**config.mk**
```make
export PLATFORM = sky130hd
export DESIGN_NAME = instr_loader
export DESIGN_NICKNAME = d
export VERILOG_FILES = /design/src/rtl/tproc_pkg.sv /design/src/rtl/occ_counter.sv /design/src/rtl/instr_loader.sv
export SDC_FILE = /design/constraint.sdc
export NUM_CORES = 1
export LEC_CHECK = 0
export ABC_AREA = 1
export CORE_MARGIN = 2
export CORE_UTILIZATION = 55
export DETAILED_ROUTE_END_ITERATION = 8
export PLACE_DENSITY = 0.95
export SETUP_SLACK_MARGIN = 0.5
export SLEW_MARGIN = 15
export SYNTH_ARGS = -nofsm -noshare
export SYNTH_HDL_FRONTEND = slang
export SYNTH_SLANG_ARGS = --single-unit
```
**constraint.sdc**
```tcl
create_clock -name clk -period 10.15 [get_ports clk]
set_clock_uncertainty 0.15 [all_clocks]
set_input_delay 1.015 -clock clk [delete_from_list [all_inputs] [get_ports clk]]
set_output_delay 1.015 -clock clk [all_outputs]
set_load 0.01 [all_outputs]
```
**src/rtl/tproc_pkg.sv**
```systemverilog
// Shared definitions for the accelerator front end: instruction width, DDR beat size and
// the instruction-loader state encoding.
package tproc_pkg;

    localparam int unsigned INSTR_W        = 64;
    localparam int unsigned DDR_BEAT_BYTES = INSTR_W / 8;

    typedef enum logic [1:0] {
        StIdle,
        StReq,
        StRecv
    } ld_state_e;

    // Smallest of three candidate burst lengths, narrowed to the DDR length field.
    function automatic logic [7:0] min3_len(input logic [31:0] a,
                                            input logic [31:0] b,
                                            input logic [31:0] c);
        logic [31:0] m;
        m = a;
        if (b < m) m = b;
        if (c < m) m = c;
        return 8'(m);
    endfunction

endpackage

```
**src/rtl/occ_counter.sv**
```systemverilog
// Instruction-memory occupancy tracker with registered empty/full flags.
module occ_counter #(
    parameter int unsigned ADDR_W = 10
) (
    input  logic            clk,
    input  logic            rst,
    input  logic            clr,
    input  logic            inc,
    input  logic            dec,
    output logic [ADDR_W:0] occ,
    output logic            empty,
    output logic            full
);

    localparam logic [ADDR_W:0] DEPTH = {1'b1, {ADDR_W{1'b0}}};

    logic [ADDR_W:0] occ_q, occ_d;
    logic            empty_q, empty_d;
    logic            full_q, full_d;
    logic            dec_eff;

    // A read while empty has nothing to remove.
    assign dec_eff = dec && (occ_q != '0);

    always_comb begin
        occ_d = occ_q;
        if (clr) begin
            occ_d = '0;
        end else if (inc && !dec_eff) begin
            occ_d = occ_q + 1'b1;
        end else if (!inc && dec_eff) begin
            occ_d = occ_q - 1'b1;
        end
        empty_d = (occ_d == '0);
        full_d  = (occ_d == DEPTH);
    end

    always_ff @(posedge clk) begin
        if (rst) begin
            occ_q   <= '0;
            empty_q <= 1'b1;
            full_q  <= 1'b0;
        end else begin
            occ_q   <= occ_d;
            empty_q <= empty_d;
            full_q  <= full_d;
        end
    end

    assign occ   = occ_q;
    assign empty = empty_q;
    assign full  = full_q;

endmodule

```
**src/rtl/instr_loader.sv**
```systemverilog
// Burst-fetches a program from DDR into the circular instruction memory, throttled by
// free space, and reports occupancy to the accelerator FSM.
module instr_loader
    import tproc_pkg::*;
#(
    parameter int unsigned ADDR_W     = 10,
    parameter int unsigned DATA_W     = INSTR_W,
    parameter int unsigned DDR_ADDR_W = 32,
    parameter int unsigned BURST_MAX  = 16
) (
    input  logic                  clk,
    input  logic                  rst,
    input  logic                  start,
    input  logic [DDR_ADDR_W-1:0] base_addr,
    input  logic [15:0]           num_instr,
    input  logic                  fetch_req,
    input  logic                  consume,
    output logic                  ddr_rd_req,
    output logic [DDR_ADDR_W-1:0] ddr_rd_addr,
    output logic [7:0]            ddr_rd_len,
    input  logic                  ddr_rd_ack,
    input  logic                  ddr_rd_valid,
    input  logic [DATA_W-1:0]     ddr_rd_data,
    output logic                  imem_we,
    output logic [ADDR_W-1:0]     imem_waddr,
    output logic [DATA_W-1:0]     imem_wdata,
    output logic                  i_mem_empty,
    output logic                  i_mem_full,
    output logic                  load_done,
    output logic                  busy
);

    localparam int unsigned DEPTH      = 1 << ADDR_W;
    localparam int unsigned BEAT_BYTES = DATA_W / 8;

    ld_state_e             state_q, state_d;
    logic [DDR_ADDR_W-1:0] base_q, base_d;
    logic [15:0]           remaining_q, remaining_d;
    logic [15:0]           fetched_q, fetched_d;
    logic [ADDR_W-1:0]     wptr_q, wptr_d;
    logic [7:0]            beats_q, beats_d;
    logic                  req_q, req_d;
    logic [DDR_ADDR_W-1:0] addr_q, addr_d;
    logic [7:0]            len_q, len_d;
    logic                  we_q, we_d;
    logic [ADDR_W-1:0]     waddr_q, waddr_d;
    logic [DATA_W-1:0]     wdata_q, wdata_d;
    logic                  done_q, done_d;

    logic                  take;
    logic [15:0]           rem_n, fet_n;
    logic [7:0]            pend_n;
    logic [31:0]           free;
    logic                  can_launch, launch, occ_clr;
    logic [7:0]            burst_len;
    logic [DDR_ADDR_W-1:0] burst_addr;
    logic [ADDR_W:0]       occ;

    occ_counter #(
        .ADDR_W(ADDR_W)
    ) u_occ (
        .clk  (clk),
        .rst  (rst),
        .clr  (occ_clr),
        .inc  (we_q),
        .dec  (consume),
        .occ  (occ),
        .empty(i_mem_empty),
        .full (i_mem_full)
    );

    assign take   = (state_q == StRecv) && ddr_rd_valid;
    assign rem_n  = remaining_q - 16'(take);
    assign fet_n  = fetched_q + 16'(take);
    assign pend_n = beats_q - 8'(take);

    // Space not yet claimed: the pending write and every beat still owed by DDR are
    // already reserved, so a new burst can never overrun unconsumed entries.
    assign free = DEPTH - 32'(occ) - 32'(we_q) - 32'(beats_q);

    assign can_launch = fetch_req && (rem_n != '0) && (free != '0);
    assign burst_len  = min3_len(32'(BURST_MAX), 32'(rem_n), free);
    assign burst_addr = base_q + DDR_ADDR_W'(32'(fet_n) * BEAT_BYTES);

    always_comb begin
        state_d     = state_q;
        base_d      = base_q;
        remaining_d = remaining_q;
        fetched_d   = fetched_q;
        wptr_d      = wptr_q;
        beats_d     = beats_q;
        req_d       = req_q;
        addr_d      = addr_q;
        len_d       = len_q;
        we_d        = 1'b0;
        waddr_d     = waddr_q;
        wdata_d     = wdata_q;
        done_d      = done_q;
        launch      = 1'b0;
        occ_clr     = 1'b0;

        case (state_q)
            StIdle: begin
                if (start) begin
                    base_d      = base_addr;
                    remaining_d = num_instr;
                    fetched_d   = '0;
                    wptr_d      = '0;
                    done_d      = (num_instr == '0);
                    occ_clr     = 1'b1;
                end else if (can_launch) begin
                    launch = 1'b1;
                end
            end
            StReq: begin
                if (ddr_rd_ack) begin
                    req_d   = 1'b0;
                    state_d = StRecv;
                end
            end
            StRecv: begin
                if (ddr_rd_valid) begin
                    we_d        = 1'b1;
                    waddr_d     = wptr_q;
                    wdata_d     = ddr_rd_data;
                    wptr_d      = wptr_q + 1'b1;
                    fetched_d   = fet_n;
                    remaining_d = rem_n;
                    beats_d     = pend_n;
                    if (rem_n == '0) done_d = 1'b1;
                    if (pend_n == '0) begin
                        if (can_launch) launch = 1'b1;
                        else            state_d = StIdle;
                    end
                end
            end
            default: state_d = StIdle;
        endcase

        if (launch) begin
            state_d = StReq;
            req_d   = 1'b1;
            addr_d  = burst_addr;
            len_d   = burst_len;
            beats_d = burst_len;
        end
    end

    always_ff @(posedge clk) begin
        if (rst) begin
            state_q     <= StIdle;
            base_q      <= '0;
            remaining_q <= '0;
            fetched_q   <= '0;
            wptr_q      <= '0;
            beats_q     <= '0;
            req_q       <= 1'b0;
            addr_q      <= '0;
            len_q       <= '0;
            we_q        <= 1'b0;
            waddr_q     <= '0;
            wdata_q     <= '0;
            done_q      <= 1'b0;
        end else begin
            state_q     <= state_d;
            base_q      <= base_d;
            remaining_q <= remaining_d;
            fetched_q   <= fetched_d;
            wptr_q      <= wptr_d;
            beats_q     <= beats_d;
            req_q       <= req_d;
            addr_q      <= addr_d;
            len_q       <= len_d;
            we_q        <= we_d;
            waddr_q     <= waddr_d;
            wdata_q     <= wdata_d;
            done_q      <= done_d;
        end
    end

    assign ddr_rd_req  = req_q;
    assign ddr_rd_addr = addr_q;
    assign ddr_rd_len  = len_q;
    assign imem_we     = we_q;
    assign imem_waddr  = waddr_q;
    assign imem_wdata  = wdata_q;
    assign load_done   = done_q;
    assign busy        = (state_q != StIdle);

endmodule

```
Word-level counts from Yosys, hierarchy flattened --
Index checks and enable logic that the tools add are counted.
Storage, ports and cells: logic and storage cells 115, bits in registers 214, input port bits 119, output and inout port bits 120
Cells by class: reductions and logical operators 32, muxes and demuxes 38, equal/unequal tests 14, bitwise logic cells 2, $lt $le $gt $ge 2, $add $sub $neg 10
Operators by type and width (count):
- 16-bit 2-to-1 mux | 5
- 16-bit case mux with 2 select lines | 2
- 11-bit 2-to-1 mux | 3
- 32-bit by 19-bit adder with 32-bit output | 1
- 16-bit logical NOT | 2
- 32-bit by 16-bit < comparator with 1-bit output | 1
- 8-bit 2-to-1 mux | 4
- 32-bit nonzero test | 1
- 10-bit 2-to-1 mux | 2
- 10-bit case mux with 2 select lines | 1
- 16-bit by 1-bit adder with 16-bit output | 1
- 16-bit by 5-bit < comparator with 1-bit output (second input constant) | 1
- 16-bit nonzero test | 1
- 16-bit by 1-bit subtractor with 16-bit output | 1
- 1-bit 2-to-1 mux | 14
- 13-bit by 9-bit subtractor with 14-bit output | 1
- 12-bit by 2-bit subtractor with 13-bit output | 1
- 2-bit nonzero test | 6
- 11-bit by 11-bit subtractor with 12-bit output (first input constant) | 1
- 11-bit by 1-bit adder with 11-bit output (second input constant) | 1
- 11-bit equality test (second input constant) | 1
- 11-bit logical NOT | 1
- 11-bit nonzero test | 1
- 11-bit by 1-bit subtractor with 11-bit output (second input constant) | 1
- 21 further kinds | 44

Longest topological paths before layout --
Gate-level depths: netlist of the first run.
word-level depth 12, depth in mapped cells 30, gate-level depth less buffers 28

Modules after synthesis --
From an unflattened synthesis of the first run, not the netlist that was laid out.
Second synthesis, totals: cells, all modules 1562, area total of the unflattened synthesis 11184.5 um^2
Modules (own cells, without submodules):
- instr_loader | instances 1, area an instance 10070.9 um^2, cells an instance 1374, sequential area each 4023.9 um^2
- occ_counter | instances 1, area an instance 1113.6 um^2, cells an instance 188, sequential area each 260.2 um^2

Least setup slack after synthesis of the first run --
No wires, ideal clock.
kind input-to-reg, start point input ddr_rd_valid, end point register addr_q[31] (netlist: ddr_rd_addr[31]), cell stages on the path 27, path slack 5.202 ns, data required time 9.925 ns, arrival time 4.723 ns, buffers on the path 2, path through nand2_1 -> inv_1 -> clkbuf_1 -> clkbuf_1 -> ha_1 -> ha_1 -> nand2_1 -> nor2_1 -> nand3_1 -> nor2_1 -> nand2_1 -> nor2_1 -> nand3_1 -> xor2_1 -> inv_1 -> ha_1 -> nand2_1 -> nor2_1 -> inv_1 -> o221ai_1 -> inv_1 -> nand2_1 -> nand3_1 -> nor3_1 -> nand2_1 -> xor2_1 -> a22oi_2
Between the ends: longest elaborated chain between the ends 9
Ends and longest elaborated chain:
- start, declared | RTL line instr_loader.sv:22 | input logic ddr_rd_valid,
- parallel branches: the longest is 9 deep, another holds 32-bit by 19-bit adder with 32-bit output
- end signal, assigned | RTL line instr_loader.sv:172 | addr_q <= addr_d;
- end, declared | RTL line instr_loader.sv:43 | logic [DDR_ADDR_W-1:0] addr_q, addr_d;
Parallel ways; which one is timed is not known. A chain may end at the register's enable or synchronous reset.

Worst setup path after layout of the first run --
start point register state_q[1], end point register beats_q[0]
Between the ends: longest elaborated chain between the ends 12
Ends and longest elaborated chain:
- start, declared | RTL line instr_loader.sv:36 | ld_state_e state_q, state_d;
- start signal, assigned | RTL line instr_loader.sv:151 | state_q <= StIdle;
- start signal, assigned | RTL line instr_loader.sv:165 | state_q <= state_d;
- parallel branches: the longest is 12 deep, another holds 32-bit by 16-bit < comparator with 1-bit output
- end signal, assigned | RTL line instr_loader.sv:170 | beats_q <= beats_d;
- end, declared | RTL line instr_loader.sv:41 | logic [7:0] beats_q, beats_d;
Parallel ways; which one is timed is not known. The select of a mux whose other input is x is not followed.

==> results.sh, run 1 <==
export IMPL_ys_warn_count=0
export IMPL_min_period_ps=5391
export IMPL_seq_area_um2=4284
export IMPL_worstMarginPinSlew_ps=997.1
export IMPL_yosysSeqAreaShare=0.3957
export IMPL_synthXorXnorAreaFrac=0.05975
export IMPL_crit_path_top_delay_cell="buf_4"
export IMPL_htreeDepth=1
export IMPL_clk_pin_slew_worst_paths_ps=60
export IMPL_slew_viol_final=0
export IMPL_crit_required_ps=10430
export IMPL_detail_route_iter0_violations=869
export IMPL_drt_total_wl_um=30640
export IMPL_synthArstFlopShare=0
export IMPL_port_buffers=238
export IMPL_grt_total_usage=0.2859
export IMPL_area_growth_pct=30.45
export IMPL_ant_nets=0
export IMPL_rsz0062_at_grt="false"
export IMPL_power_density_nw_per_um2=254.0
export IMPL_irDropWorstVdd_v=0.0002172
export IMPL_synth_cells=1476
export IMPL_setup_viol=0
export IMPL_critPathMaxFanout=102
export IMPL_start_util=0.5581
export IMPL_clock_sinks=214
export IMPL_grt_pass1_vias=10370
export IMPL_place_congestion=0.9080
export IMPL_cts_root_buf="clkbuf_16"
export IMPL_critical_path_most_common_cell="nand2_1"
export IMPL_period_share=0.5311
export IMPL_crit_path_start_kind="flop"
export IMPL_synth_edf_count=0
export IMPL_cts_repair_resized=0
export IMPL_hpwl_um=21820
export IMPL_synth_ff_type="dfxtp_1"
export IMPL_synthesis_area_um2=10830
export IMPL_min_path_type="reg2reg"
export IMPL_rows=51
export IMPL_die_x_um=144.3
export IMPL_antenna_found_initial=0
export IMPL_cts_tree="done"
export IMPL_route_detailed_drc=0
export IMPL_numCtsBuffers=25
export IMPL_end_kind="flop"
export IMPL_layout_drive_gt1_share=0.04564
export IMPL_clk_latency_ps=510
export IMPL_cp_arrival_ps=5670
export IMPL_postCtsHoldBufs=0
export IMPL_n_fill_cell=1434
export IMPL_drt_pre_antenna_iters=8
export IMPL_synth_top_family_by_area="simple AND/OR/NAND/NOR gates"
export IMPL_dp_cells=1932
export IMPL_slowest_delay_ps=720
export IMPL_fin_cells=1974
export IMPL_core_um2=19400
export IMPL_pin_count=239
export IMPL_multiInputGateArea_um2=5782
export IMPL_fmax_ghz=0.1855
export IMPL_crit_type="reg2reg"
export IMPL_gr_total_overflow=0
export IMPL_post_cts_setup_buffer_count=0
export IMPL_route_vias_total=10860
export IMPL_setup_tns_ps=0
export IMPL_status="complete, no violations"
export IMPL_viasPerCell=5.499
export IMPL_synth_avg_cell_area_um2=7.335
export IMPL_yosys_area_share_simple=0.2329
export IMPL_post_drt_wl_per_cell_um=15.52
export IMPL_hold_violations=0
export IMPL_synth_adder_area_share=0.06680
export IMPL_dieArea_um2=20820
export IMPL_p_leak_uw=0.005676
export IMPL_relSlewSlack=0.3353
export IMPL_grt_pass1_wl_um=48730
export IMPL_synth_compound_area_frac=0.1703
export IMPL_synth_cell_type_count=61
export IMPL_muxShareOfSynthArea=0
export IMPL_synth_seq_cells=214
export IMPL_fp_dieH_um=144.3
export IMPL_maxCapViolations=0
export IMPL_antenna_cells=0
export IMPL_cts_buffer_depth=3
export IMPL_fin_nets=1869
export IMPL_grt_max_degree=103
logic make-up after synthesis:
group,after synthesis
xor gates and xnor gates,73
and+or+nand+nor,603
DFF,214
other,1
adders and majority gates,56
AOI/OAI and AO/OA,331
buffers and inverters,198
critical path, delay by kind of cell (launching register included):
family	cells	cell delay [ps]
AND/OR/NAND/NOR	17	2340
buffers and inverters	4	1050
adder cells (fa/ha/maj)	3	970
flip-flops	1	470
AO/OA/AOI/OAI	2	350
stage by stage:
step | hold slack [ps] | setup slack [ps] | cell area (µm²) | power [µW] | util
CTS | 299.7 | 4881 | 14120 | 3571 | 0.7281
floorplan | 274.5 | 5202 | 10860 | 2252 | -
detailed placement | 291.4 | 4397 | 13330 | 2680 | 0.6870
finish | 299.0 | 4759 | 14120 | 3587 | 0.7281
global route | 331.7 | 4269 | 14120 | 3844 | 0.7281
global placement | 284.1 | 4574 | 13330 | 2582 | 0.6870
metal layers:
metal / vias up / wire [µm] / track usage
li1: 5275 / - / -
met1: 4935 / 12120 / 0.3453
met2: 545 / 14410 / 0.4857
met4: 0 / 1154 / 0.1175
met3: 100 / 2954 / 0.07285
met5: - / 0 / 0
flip-flops by register name, indices dropped and copies added, names as in the netlist:
| register | flops |
|---|---|
| wptr_q | 10 |
| fetched_q | 16 |
| state_q | 2 |
| ddr_rd_addr | 32 |
| u_occ.full | 1 |
| u_occ.empty | 1 |
| remaining_q | 16 |
| imem_waddr | 10 |
| load_done | 1 |
| base_q | 32 |
| imem_wdata | 64 |
| beats_q | 8 |
| ddr_rd_len | 8 |
| imem_we | 1 |
| ddr_rd_req | 1 |
| u_occ.occ | 11 |
layout by cell type, fill, tap and decap left out, types with 11 or more instances in the layout:
cell type        instances
xnor2_1                 18
a31oi_1                 11
o21ai_1                 11
a21oi_1                148
clkdlybuf4s50_1        237
nand3_1                 51
nand2_1                375
xor2_1                  54
nand4_1                 13
inv_1                  126
ha_1                    53
dfxtp_1                214
o21ai_0                111
conb_1                  11
clkbuf_16               25
nor2_1                 116
nor3_1                  13
cells in the mapped netlist, drive strengths merged (11+ instances only):
cell type | number | share of area
clkbuf | 50 | 0.017
nor3 | 13 | 0.0060
xnor2 | 18 | 0.015
o21ai | 127 | 0.060
a31oi | 11 | 0.0064
nand4 | 14 | 0.0087
a21oi | 149 | 0.069
ha | 53 | 0.061
buf | 12 | 0.0095
nand3 | 55 | 0.028
nor2 | 124 | 0.046
xor2 | 55 | 0.045
nand2 | 380 | 0.13
dfxtp | 214 | 0.40
inv | 132 | 0.046
path summary, 6_finish.rpt:
path,cells past startpoint,end,start,slack [ps]
worst min register to register,2,base_q[0],base_q[0],300
worst max-delay path,26,beats_q[0],state_q[1],4760
worst min-delay path,2,base_q[0],base_q[0],300
worst max register to register,26,beats_q[0],state_q[1],4760
report_power, final:
part | internal (µW) | switching (µW)
Sequential | 912 | 73.4
Clock | 542 | 339
Combinational | 668 | 1050
Total | 2120 | 1460
layout make-up:
class,instances,share of cell area
multi-input combinational,1074,0.4094
timing repair buffer,243,0.1712
clock buffer,35,0.04837
tap,265,0.02348
inverter,136,0.03623
sequential,214,0.3033
clock inverter,7,0.008062
Note: power is estimated with default switching activity, not from simulation.
==> inputs of run 2 (changes only) <==
--- a/config.mk
+++ b/config.mk
@@ -7,9 +7,9 @@
 export LEC_CHECK = 0
 export ABC_AREA = 1
 export CORE_MARGIN = 2
-export CORE_UTILIZATION = 55
+export CORE_UTILIZATION = 51
 export DETAILED_ROUTE_END_ITERATION = 8
-export PLACE_DENSITY = 0.95
+export PLACE_DENSITY = 0.91
 export SETUP_SLACK_MARGIN = 0.5
 export SLEW_MARGIN = 15
 export SYNTH_ARGS = -nofsm -noshare
==> constraint.sdc (replaced) <==
create_clock -name clk -period 5.05 [get_ports clk]
set_clock_uncertainty 0.15 [all_clocks]
set_input_delay 0.505 -clock clk [delete_from_list [all_inputs] [get_ports clk]]
set_output_delay 0.505 -clock clk [all_outputs]
set_load 0.01 [all_outputs]
==> results.sh, run 2 (synthesis gave the netlist of run 1 again) <==
export IMPL_htreeDepth=1
export IMPL_hold_violations=0
export IMPL_wl_met2_um=14410
export IMPL_maxCapViolations=0
export IMPL_cts_tree="done"
export IMPL_drt_total_wl_um=30560
export IMPL_crit_required_ps=5280
export IMPL_clock_sinks=214
export IMPL_status="complete, no violations"
export IMPL_die_x_um=149.7
export IMPL_antenna_cells=0
export IMPL_detail_route_iter0_violations=872
export IMPL_drt_pre_antenna_iters=6
export IMPL_place_congestion=0.9658
export IMPL_core_um2=20960
export IMPL_port_buffers=238
export IMPL_highest_layer="met4"
export IMPL_final_common_cell="nand2_1"
export IMPL_rows=53
export IMPL_crit_type="reg2reg"
export IMPL_fin_nets=1876
export IMPL_power_density_nw_per_um2=515.6
export IMPL_route_detailed_drc=0
export IMPL_worstMarginPinSlew_ps=883.7
export IMPL_hpwl_um=21480
export IMPL_dieArea_um2=22410
export IMPL_critPathMaxFanout=6
export IMPL_wl_met1_um=12240
export IMPL_p_leak_uw=0.005749
export IMPL_rsz0062_at_grt="false"
export IMPL_crit_path_start_kind="flop"
export IMPL_cp_arrival_ps=4410
export IMPL_grt_total_usage=0.2615
export IMPL_layout_drive_gt1_share=0.06228
export IMPL_grt_pass1_wl_um=48290
export IMPL_n_fill_cell=1629
export IMPL_numCtsBuffers=24
export IMPL_final_cell_mix="nand2_1 (374), clkdlybuf4s50_1 (237), dfxtp_1 (211)"
export IMPL_area_growth_pct=32.42
export IMPL_viasPerCell=5.436
export IMPL_pin_count=239
export IMPL_fmax_ghz=0.2393
export IMPL_antenna_found_initial=0
export IMPL_route_vias_total=10830
export IMPL_irDropWorstVdd_v=0.0004769
export IMPL_clk_pin_slew_worst_paths_ps=70
export IMPL_min_path_type="reg2reg"
export IMPL_start_util=0.5167
export IMPL_p_total_uw=7392
export IMPL_cts_root_buf="clkbuf_16"
export IMPL_ant_nets=0
export IMPL_end_kind="flop"
export IMPL_post_drt_wl_per_cell_um=15.33
export IMPL_slew_viol_final=0
export IMPL_grt_max_degree=102
export IMPL_period_share=0.8276
export IMPL_min_period_ps=4179
export IMPL_grt_pass1_vias=10230
export IMPL_largest_reg_flops=64
export IMPL_fp_dieH_um=149.7
export IMPL_relSlewSlack=0.4108
export IMPL_setup_viol=0
export IMPL_gr_total_overflow=0
export IMPL_wl_met3_um=3049
export IMPL_setup_tns_ps=0
export IMPL_clk_latency_ps=520
export IMPL_cts_buffer_depth=3
[run 2: final cells by class]
cell class,instances,area (µm²),share of cell area
flip-flops and latches,214,4288,0.2991
repair buffers,251,2484,0.1732
clock inverters,13,198.9,0.01388
inverters,136,513.0,0.03578
multi-input cells,1074,5844,0.4077
well taps,275,344.1,0.02400
clock buffers,30,664.4,0.04634
[run 2: timing repair]
item	4_1_cts	5_1_grt
hold buffers	0	0
pin swaps	0	5
gates resized for setup	2	21
setup buffers	0	5
hold endpoints to repair	0	0
endpoints found under the setup margin	12	50
[run 2: through the flow]
step	hold slack, ps	instances	area (µm²)	setup slack [ps]	util
floorplan	274.5	1486	10870	621.2	-
global placement	285.2	1945	13360	315.6	0.6377
detailed placement	295.6	1945	13360	217.8	0.6377
CTS	305.2	1988	14230	493.9	0.6792
global route	324.6	1993	14340	451.9	0.6841
finish	299.0	1993	14340	870.8	0.6841
[run 2: report_power, final]
group	leakage [µW]	switching (µW)	internal, µW	total (µW)
Sequential	0.00174	139	1830	1970
Clock	0.000421	708	1190	1900
Combinational	0.00359	2110	1410	3520
Total	0.00575	2960	4430	7390
[run 2: final timing paths]
kind,start,end,slack [ps],cells past startpoint
setup reg to reg,state_q[1],ddr_rd_addr[29],870,27
setup / recovery,state_q[1],ddr_rd_addr[29],870,27
hold reg to reg,base_q[0],base_q[0],300,2
hold / removal,base_q[0],base_q[0],300,2
[run 2: worst max-delay path, cell delays in order, from the launching register on]
cell and delay, ps:
dfxtp_2 380, inv_1 100, nor2_4 160, nand2_2 80, clkinv_2 70, ha_1 160, ha_1 180, nand2_1 80
nor2_2 140, nand3_1 130, nor2_1 100, nand2_1 120, nor2_4 140, nand3_1 90, xor2_1 140, inv_1 70
ha_2 390, nand2_1 80, nor2_1 80, inv_1 60, o221ai_1 160, inv_1 60, nand2_1 160, nand3_4 130
or3_1 340, xor2_1 140, nor2_1 90, a21oi_1 50
[run 2: per-layer routing]
| metal | GRT usage | up-vias |
|---|---|---|
| li1 | - | 5291 |
| met5 | 0 | - |
| met1 | 0.3220 | 4978 |
| met4 | 0.08443 | 0 |
| met2 | 0.4495 | 493 |
| met3 | 0.06433 | 71 |
==> inputs of run 3 (changes only) <==
--- a/config.mk
+++ b/config.mk
@@ -7,9 +7,9 @@
 export LEC_CHECK = 0
 export ABC_AREA = 1
 export CORE_MARGIN = 2
-export CORE_UTILIZATION = 51
+export CORE_UTILIZATION = 46
 export DETAILED_ROUTE_END_ITERATION = 8
-export PLACE_DENSITY = 0.91
+export PLACE_DENSITY = 0.87
 export SETUP_SLACK_MARGIN = 0.5
 export SLEW_MARGIN = 15
 export SYNTH_ARGS = -nofsm -noshare
==> constraint.sdc (replaced) <==
create_clock -name clk -period 3.4 [get_ports clk]
set_clock_uncertainty 0.15 [all_clocks]
set_input_delay 0.34 -clock clk [delete_from_list [all_inputs] [get_ports clk]]
set_output_delay 0.34 -clock clk [all_outputs]
set_load 0.01 [all_outputs]
==> results.sh, run 3 (synthesis gave the netlist of run 1 again) <==
export IMPL_p_total_uw=15330
export IMPL_area_growth_pct=63.95
export IMPL_setup_ws_ps=-767.9
export IMPL_cp_arrival_ps=4470
export IMPL_clk_latency_ps=530
export IMPL_cts_tree="done"
export IMPL_clock_sinks=214
export IMPL_violations="setup timing"
export IMPL_power_density_nw_per_um2=863.7
export IMPL_drt_total_wl_um=44150
export IMPL_drt_pre_antenna_iters=8
export IMPL_relSlewSlack=0.3345
export IMPL_period_share=1.226
export IMPL_final_common_cell="nand2_1"
export IMPL_hpwl_um=23270
export IMPL_worstMarginPinSlew_ps=998.3
export IMPL_irDropWorstVdd_v=0.0009259
export IMPL_fin_cells=2275
export IMPL_rsz0062_at_grt="true"
export IMPL_grt_total_usage=0.2826
export IMPL_slew_viol_final=0
export IMPL_slowest_delay_ps=420
export IMPL_fmax_ghz=0.2399
export IMPL_viasPerCell=5.697
export IMPL_numCtsBuffers=24
export IMPL_start_util=0.4654
export IMPL_grt_pass1_wl_um=56430
export IMPL_fin_nets=2113
export IMPL_cts_buffer_depth=3
export IMPL_critical_path_most_common_cell="nand2_2"
export IMPL_gr_total_overflow=0
export IMPL_crit_required_ps=3710
export IMPL_critPathMaxFanout=4
export IMPL_setup_viol=51
export IMPL_grt_max_degree=100
export IMPL_layout_drive_gt1_share=0.2761
export IMPL_antenna_cells=0
export IMPL_route_detailed_drc=0
export IMPL_pin_count=239
export IMPL_post_drt_wl_per_cell_um=19.41
export IMPL_worstPathCellList="inv_2, nor2_4, nand2_2, inv_4, ha_4, and3_4, nand4_1, nor2_2, and3_4, nand3_4, nor2_4, xor2_1, ha_1, nand2_2, nor2_1, inv_1, o221ai_2, inv_1, nand2_2, nand3_4, nor3_4, nand2_2, xor2_2, a22oi_2"
export IMPL_detail_route_iter0_violations=1373
export IMPL_p_leak_uw=0.007347
export IMPL_min_path_type="in2reg"
export IMPL_clk_pin_slew_worst_paths_ps=70
export IMPL_crit_path_start_kind="flop"
export IMPL_antenna_found_initial=3
export IMPL_place_ws_ps=-796.0
export IMPL_place_congestion=0.9233
export IMPL_dp_cells=2139
export IMPL_end_kind="flop"
export IMPL_status="finished with violations"
export IMPL_crit_path_top_delay_cell="ha_1"
export IMPL_crit_type="reg2reg"
export IMPL_n_fill_cell=1403
export IMPL_largest_reg_flops=64
export IMPL_grt_pass1_vias=11790
export IMPL_cts_root_buf="clkbuf_16"
export IMPL_dieArea_um2=24780
export IMPL_final_cell_mix="nand2_1 (337), clkdlybuf4s50_1 (237), dfxtp_1 (207)"
export IMPL_maxCapViolations=0
export IMPL_core_um2=23260
export IMPL_htreeDepth=1
export IMPL_whs_ps=226.3
export IMPL_route_vias_total=12960
export IMPL_setup_tns_ps=-27550
export IMPL_hold_violations=0
export IMPL_port_buffers=238
export IMPL_ant_nets=0
export IMPL_min_period_ps=4168
export IMPL_rows=56
export IMPL_fp_dieH_um=157.4
export IMPL_die_x_um=157.4
-- run 3: critical path, delay by kind of cell (launching register included) --
kind	cells	cell delay (ps)
flops	1	350
fa+ha+maj	2	620
compound gates	2	280
buf+inv	4	310
simple gates	14	2070
xor+xnor	2	270
-- run 3: metrics by stage --
| stage | area, µm² | utilization |
|---|---|---|
| 6_report | 17750 | 0.7631 |
| 5_1_grt | 17750 | 0.7631 |
| 4_1_cts | 16420 | 0.7057 |
| 3_5_place_dp | 14770 | 0.6348 |
| 3_3_place_gp | 14770 | 0.6348 |
| 2_1_floorplan | 11110 | - |
-- run 3: layer usage --
| metal | vias up | track usage | wire length [µm] |
|---|---|---|---|
| met5 | - | 0 | 10 |
| met4 | 2 | 0.1403 | 3275 |
| met3 | 304 | 0.07406 | 4493 |
| met2 | 930 | 0.4991 | 20750 |
| met1 | 5957 | 0.3138 | 15620 |
| li1 | 5768 | - | - |
-- run 3: worst paths after layout --
kind,from,end,slack [ps],depth (start not counted)
hold / removal,ddr_rd_data[49],imem_wdata[49],230,3
setup / recovery,state_q[1],ddr_rd_addr[31],-770,24
hold reg to reg,ddr_rd_addr[0],ddr_rd_addr[0],300,2
setup reg to reg,state_q[1],ddr_rd_addr[31],-770,24
-- run 3: repair_timing --
item,in CTS,in global routing
endpoints found under the setup margin,52,75
gates cloned,5,7
resized for setup,115,188
hold endpoints to repair,0,0
buffers inserted,34,46
hold buffers,0,0
pin swaps,61,85
-- run 3: where the power goes --
part           internal, µW  leakage [µW]  switching (µW)
clock network          1880      0.000455            1100
registers              2730       0.00175             216
logic                  4330       0.00515            5070
-- run 3: layout make-up --
type | instances | area (µm²) | share of cell area
clock buffer | 30 | 684.4 | 0.03856
clock inverter | 14 | 221.5 | 0.01248
inverter | 136 | 541.8 | 0.03052
multi-input combinational | 1074 | 6992 | 0.3939
sequential | 214 | 4303 | 0.2424
tap | 319 | 399.1 | 0.02249
timing repair buffer | 483 | 4566 | 0.2572
timing repair inverter | 5 | 43.79 | 0.002467
